==> src/rtl/psum_fifo.sv <==
// ============================================================================
// Module   : psum_fifo
// Purpose  : First-word-fall-through partial-sum FIFO between vertically
//            adjacent PEs. It has sticky overflow/underflow flags.
// Options  : PSUM_FIFO_BYPASS_EN - an empty FIFO passes pushed data straight
//            to dout/empty.
// Revision : 1.0 - initial release
// ============================================================================
`default_nettype none

module psum_fifo #(
  parameter int DATA_WIDTH = 16,
  parameter int FIFO_DEPTH = 4,
  localparam int CNT_WIDTH = $clog2(FIFO_DEPTH + 1),
  localparam int PTR_WIDTH = $clog2(FIFO_DEPTH)
) (
  input  logic                  clk,
  input  logic                  reset,
  input  logic                  clear,
  input  logic                  push,
  input  logic [DATA_WIDTH-1:0] din,
  output logic                  full,
  input  logic                  pop,
  output logic [DATA_WIDTH-1:0] dout,
  output logic                  empty,
  output logic [CNT_WIDTH-1:0]  count,
  output logic                  overflow,
  output logic                  underflow
);

  localparam logic [PTR_WIDTH-1:0] PTR_LAST = PTR_WIDTH'(FIFO_DEPTH - 1);
  localparam logic [CNT_WIDTH-1:0] CNT_FULL = CNT_WIDTH'(FIFO_DEPTH);

  logic [DATA_WIDTH-1:0] mem_q [FIFO_DEPTH];
  logic [PTR_WIDTH-1:0]  rd_ptr_q, rd_ptr_d;
  logic [PTR_WIDTH-1:0]  wr_ptr_q, wr_ptr_d;
  logic [CNT_WIDTH-1:0]  count_q, count_d;
  logic                  overflow_q, overflow_d;
  logic                  underflow_q, underflow_d;

  logic is_empty;
  logic is_full;
  logic pass_through;
  logic wr_en;
  logic rd_en;

  function automatic logic [PTR_WIDTH-1:0] ptr_inc(input logic [PTR_WIDTH-1:0] p);
    return (p == PTR_LAST) ? '0 : p + PTR_WIDTH'(1);
  endfunction

  assign is_empty = (count_q == '0);
  assign is_full  = (count_q == CNT_FULL);

`ifdef PSUM_FIFO_BYPASS_EN
  assign pass_through = is_empty & push & pop;
`else
  assign pass_through = 1'b0;
`endif

  // A pop frees the slot when the FIFO is full, so a simultaneous push is still accepted.
  assign wr_en = ~clear & push & (~is_full | pop) & ~pass_through;
  assign rd_en = ~clear & pop & ~is_empty;

  always_comb begin
    rd_ptr_d    = rd_ptr_q;
    wr_ptr_d    = wr_ptr_q;
    count_d     = count_q;
    overflow_d  = overflow_q;
    underflow_d = underflow_q;
    if (clear) begin
      rd_ptr_d    = '0;
      wr_ptr_d    = '0;
      count_d     = '0;
      overflow_d  = 1'b0;
      underflow_d = 1'b0;
    end else begin
      if (wr_en) wr_ptr_d = ptr_inc(wr_ptr_q);
      if (rd_en) rd_ptr_d = ptr_inc(rd_ptr_q);
      case ({wr_en, rd_en})
        2'b10:   count_d = count_q + CNT_WIDTH'(1);
        2'b01:   count_d = count_q - CNT_WIDTH'(1);
        default: count_d = count_q;
      endcase
      if (push & ~pop & is_full)             overflow_d  = 1'b1;
      if (pop & is_empty & ~pass_through)    underflow_d = 1'b1;
    end
  end

  always_ff @(posedge clk or negedge reset) begin
    if (!reset) begin
      rd_ptr_q    <= '0;
      wr_ptr_q    <= '0;
      count_q     <= '0;
      overflow_q  <= 1'b0;
      underflow_q <= 1'b0;
    end else begin
      rd_ptr_q    <= rd_ptr_d;
      wr_ptr_q    <= wr_ptr_d;
      count_q     <= count_d;
      overflow_q  <= overflow_d;
      underflow_q <= underflow_d;
    end
  end

  // The storage array is not reset.
  always_ff @(posedge clk) begin
    if (wr_en) mem_q[wr_ptr_q] <= din;
  end

  always_comb begin
    dout  = is_empty ? '0 : mem_q[rd_ptr_q];
    empty = is_empty;
`ifdef PSUM_FIFO_BYPASS_EN
    if (reset && is_empty && push) begin
      dout  = din;
      empty = 1'b0;
    end
`endif
  end

  assign full      = is_full;
  assign count     = count_q;
  assign overflow  = overflow_q;
  assign underflow = underflow_q;

endmodule

`default_nettype wire

==> config.mk <==
export PLATFORM = sky130hd
export DESIGN_NAME = psum_fifo
export DESIGN_NICKNAME = d
export VERILOG_FILES = /design/src/rtl/psum_fifo.sv
export SDC_FILE = /design/constraint.sdc
export NUM_CORES = 1
export LEC_CHECK = 0
export ABC_AREA = 1
export CAP_MARGIN = 40
export CORE_ASPECT_RATIO = 0.6
export CORE_MARGIN = 1
export CORE_UTILIZATION = 45
export DETAILED_ROUTE_END_ITERATION = 7
export GPL_TIMING_DRIVEN = 0
export PLACE_DENSITY = 0.68
export SETUP_SLACK_MARGIN = 0.02
export SKIP_LAST_GASP = 1
export SLEW_MARGIN = 20
export SYNTH_ARGS = -nofsm -noshare
export SYNTH_HDL_FRONTEND = slang
export SYNTH_SLANG_ARGS = --single-unit
==> constraint.sdc <==
create_clock -name clk -period 2.14 [get_ports clk]
set_clock_uncertainty 0.05 [all_clocks]
set_input_delay 0.428 -clock clk [delete_from_list [all_inputs] [get_ports clk]]
set_output_delay 0.428 -clock clk [all_outputs]
set_load 0.01 [all_outputs]
# ---- Yosys cells after proc, flatten, opt, wreduce, memory -nomap -nowiden
# Memories as Yosys holds them, arrays and structs flattened.
# Cells that the tools add are included.
# W data, S select, Z words.
dict set report classes {
  add_sub_neg 4
  multipliers 0
  div 0
  magnitude_cmp 0
  eq_ne 5
  shift 0
  mux 15
  n_bitwise 12
  reduce_logical 6
}
# operator n
set op_table {}
lappend op_table {{$mux W16} 1}
lappend op_table {{$mux W2} 6}
lappend op_table {{$reduce_bool A2 Y1} 4}
lappend op_table {{$and A1 B1 Y1} 7}
lappend op_table {{$eq A2 B2 Y1 const B} 3}
lappend op_table {{$mux W1} 6}
lappend op_table {{$pmux W3 S2} 1}
lappend op_table {{$add A2 B1 Y2 const B} 2}
lappend op_table {{$not A1 Y1} 4}
lappend op_table {{$add A3 B1 Y3 const B} 1}
lappend op_table {{$eq A3 B3 Y1 const B} 1}
lappend op_table {{$logic_not A3 Y1} 1}
lappend op_table {{$mux W3} 1}
lappend op_table {{$reduce_bool A3 Y1} 1}
lappend op_table {{$sub A3 B1 Y3 const B} 1}
lappend op_table {{$eq A2 B1 Y1 const B} 1}
lappend op_table {{$or A1 B1 Y1} 1}
dict set report totals {
  register_bits 9
  latch_bits 0
  ram_bits 64
  mem_bits_ro 0
  inputBits 21
  output_inout_bits 23
  word_cells 48
  mem_count 1
}
# name depth width read_ports rd_ports_with_merged_regs wr line
set mem_list {}
lappend mem_list {mem_q 4 16 1 0 1 34} ;# logic [DATA_WIDTH-1:0] mem_q [FIFO_DEPTH];

# ---- Longest topological paths before layout
dict set report logic_depth {
  depth_word 7
  ltp_mapped 10
  ltp_nobuf 10
}

# ---- Worst setup path after synthesis
# No wires, ideal clock.
dict set report synth_path {
  path_type {input-to-reg}
  from {input port push}
  to {memory mem_q[0][0] (enable)}
  setup_time_ns 0.389
  t_arrival_ns 1.493
  t_required_ns 1.701
  slack_ns 0.209
  path_stages 4
  n_path_buf 0
  cell_sequence {inv_1 -> nor2_1 -> nand2_2 -> nor2_1}
}
dict set report synth_between {
  elab_chain_cells 4
}
# item line
set synth_rtl {}
lappend synth_rtl {{from (decl)} 20} ;# input logic push,
lappend synth_rtl {{$and A1 B1 Y1 (2 in a row)} 61} ;# assign wr_en = ~clear & push & (~is_full | pop) & ~pass_through;
lappend synth_rtl {{$mux W1} 107} ;# if (wr_en) mem_q[wr_ptr_q] <= din;
lappend synth_rtl {{$mux W1 (implied by the code)} 107}
lappend synth_rtl {{to (decl)} 34}
# Every way passes these cells.

# ---- Final worst setup path
dict set report layout_path {
  from {register rd_ptr_q[0]}
  to {output port dout[3]}
}
dict set report layout_between {
  elab_chain_cells 2
}
# item line
set layout_rtl {}
lappend layout_rtl {{from (decl)} 35} ;# logic [PTR_WIDTH-1:0] rd_ptr_q, rd_ptr_d;
lappend layout_rtl {{from (signal assigned)} 97} ;# rd_ptr_q <= rd_ptr_d;
lappend layout_rtl {{$mem_v2 Z4 W16} -}
lappend layout_rtl {{$mux W16} 111} ;# dout = is_empty ? '0 : mem_q[rd_ptr_q];
lappend layout_rtl {{to (decl)} 24} ;# output logic [DATA_WIDTH-1:0] dout,
# Every way passes these cells.

==> reports/qor.yml <==
outcome:
  status: "complete, no violations"
grt:
  grt_pass1_vias: 2059
  overflow: 0
  grt_usage: 0.208
  grt_pass1_wl_um: 10600
  grt_max_degree: 12
  antenna_found_initial: 0
timing:
  fin_crit_ns: 2.12
  setup_ws_ns: 0.0207
  fmax_mhz: 472
  finalMaxSlewViolations: 0
  finalSetupViolCount: 0
  hold_violations: 0
  fin_setup_tns_ns: 0
  fin_crit_sh: 0.990
  rsz0062_at_grt: "true"
  max_slew.worst_pin.slew_ns: 0.481
  max_slew_margin: 0.679
worst_setup_path:
  end_kind: "output port"
  worstSetupStartpointType: "flop"
  worstPathArrival_ns: 1.64
  reg2reg_from: "count[0]$_DFFE_PN0P_"
  required_ns: 1.66
  worstSetupPathType: "reg2out"
  critPathLaunch: "rd_ptr_q[0]$_DFFE_PN0P_"
  worst-path-max-fanout: 10
place:
  post-place-ws_ns: -0.336
  hpwl_um: 4450
  gp_congestion: 0.795
  numPortBuffers: 43
cts:
  cts_sinks: 73
  cts_buffers: 9
  cts_root_buf: "clkbuf_16"
  clock_latency_ns: 0.33
  cts_max_level: 3
  path_clk_slew_ns: 0.05
  clock_path_buffers: 2
  cts_tree: "done"
floorplan:
  dieWidth_um: 109
  die_area_mm2: 0.00720
  num_rows: 22
  die_h_um: 66.1
  core_area_mm2: 0.00636
  start_util: 0.485
  io-pin-count: 44
detailed_routing:
  drc: 0
  top_layer_used: "met4"
  firstDrtPassIters: 4
  viasPerCell: 5.17
  met3_length_um: 455
  drt-initial-drc-count: 136
  wl_met2_um: 3230
  wl_per_cell_um: 16.7
  final_antenna_net_count: 0
  wl_met1_um: 3290
  num_vias: 2160
  routed_wl_um: 6990
power:
  p_clk_frac: 0.291
  pwr-share-seq: 0.399
  p_leak_nw: 1.63
  p_per_area_mw_per_mm2: 1060
  ir_drop_v: 0.000440
  internal_power_w: 0.00311
  swShare: 0.293
  switchingPower_w: 0.00129
  p_comb_frac: 0.310
synthesis:
  ys.flop_type: "edfxtp_1"
  synth_warnings: 0
  synth_commonest_cells: "72 x nor2_1, 64 x edfxtp_1, 32 x o21ai_0"
  synthTopCellsByArea: "edfxtp_1 62%, nor2_1 8.8%, dfrtp_1 7.3%, o21ai_0 5.2%, a21oi_1 2.6%"
  ys_seq_area_frac: 0.696
  netlist_area_mm2: 0.00309
  async_reset_ff_frac: 0.123
  yosysTopAreaCell: "edfxtp_1"
  synth_top_area_frac: 0.623
  synth_edf_count: 64
  synth-seq-cells: 73
  synth_fp_nets: 288
  yosysUniqueCellTypes: 30
  yosysMostFrequentCell: "nor2_1"
  avgSynthCellArea_um2: 11.8
  syn_inst: 261
job:
  drv_cap: 0
cells_and_area:
  n_antenna_cell: 0
  nNetsFinal: 357
  area_growth_pct: 35.0
  fill_cells: 483
  drive_gt1_frac: 0.234
  fin_util: 0.655
min_path:
  hold_class: "in2async"
flip-flops by register name, indices dropped and copies added (netlist names):
| signal | count |
|---|---|
| overflow | 1 |
| wr_ptr_q | 2 |
| mem_q | 64 |
| count | 3 |
| underflow | 1 |
| rd_ptr_q | 2 |
metrics by stage:
stage / power, W / std cells / cell area (µm²) / hold slack, ns
6_report: 0.00440 / 418 / 4170 / 0.381
3_5_place_dp: 0.00278 / 392 / 3690 / 0.443
4_1_cts: 0.00413 / 408 / 4010 / 0.379
3_3_place_gp: 0.00272 / 388 / 3620 / 0.432
2_1_floorplan: 0.00234 / 261 / 3090 / 0.0824
5_1_grt: 0.00462 / 418 / 4170 / 0.407
per-layer routing:
layer / up-vias / GRT usage
li1: 1047 / -
met1: 1050 / 0.287
met2: 59 / 0.321
met3: 4 / 0.0621
met4: 0 / 0.0574
met5: - / 0
logic make-up after synthesis:
logic type / share of synthesized area
AOI/OAI and AO/OA: 0.0933
adders and majority gates: 0.0268
DFF: 0.696
xor gates and xnor gates: 0.00284
and+or+nand+nor: 0.140
buffers and inverters: 0.0414
area by class of cell:
cell class / instances / area [µm²] / share of cell area
clock buffer: 10 / 229 / 0.0550
clock inverter: 5 / 23.8 / 0.00571
buffer: 11 / 166 / 0.0399
inverter: 16 / 75.1 / 0.0180
tap: 84 / 105 / 0.0252
sequential: 73 / 2150 / 0.517
multi-input combinational: 161 / 846 / 0.203
timing repair buffer: 58 / 569 / 0.137
power groups by stage:
stage / combinational [W] / clock (W) / sequential [W]
after floorplan: 0.000574 / 0 / 0.00176
after global placement: 0.000954 / 0 / 0.00177
after detailed placement: 0.00100 / 0 / 0.00177
after CTS: 0.00109 / 0.00129 / 0.00175
after global routing: 0.00148 / 0.00136 / 0.00177
final: 0.00136 / 0.00128 / 0.00176
critical path, stage by stage (launching register included):
cell and delay (ns):
dfrtp_2 0.44, buf_12 0.16, inv_8 0.08, clkbuf_16 0.15, o21ai_0 0.10, a21oi_1 0.20
buf_2 0.17
cell usage in the layout (no fill, tap or decap), drive strengths merged:
master	count
a21oi	17
a22oi	2
a31oi	1
buf	30
clkbuf	21
clkdlybuf4s15	2
clkdlybuf4s50	26
clkinv	5
dfrtp	9
edfxtp	64
fa	1
ha	5
inv	16
nand2	16
nand3	6
nand3b	1
nand4	1
nor2	73
nor3	1
o21a	1
o21ai	34
or2	1
xor2	1
path summary, 6_finish.rpt:
| kind | to | slack, ns | cells past startpoint |
|---|---|---|---|
| setup / recovery | dout[3] | 0.02 | 6 |
| hold / removal | wr_ptr_q[1]$_DFFE_PN0P_ | 0.38 | 1 |
| setup reg to reg | count[2]$_DFFE_PN0P_ | 0.26 | 10 |
| hold reg to reg | underflow$_DFFE_PN0P_ | 0.45 | 1 |
| max in group asynchronous | count[0]$_DFFE_PN0P_ | 1.31 | 1 |
| min in group clk | underflow$_DFFE_PN0P_ | 0.45 | 1 |
timing repair:
action	in CTS	in global routing
pin swaps	2	10
hold buffers	0	0
gates cloned	1	4
setup buffers	0	6
gates resized for setup	74	33
endpoints found under the setup margin	26	52
Power figures use the tool's default switching activity.
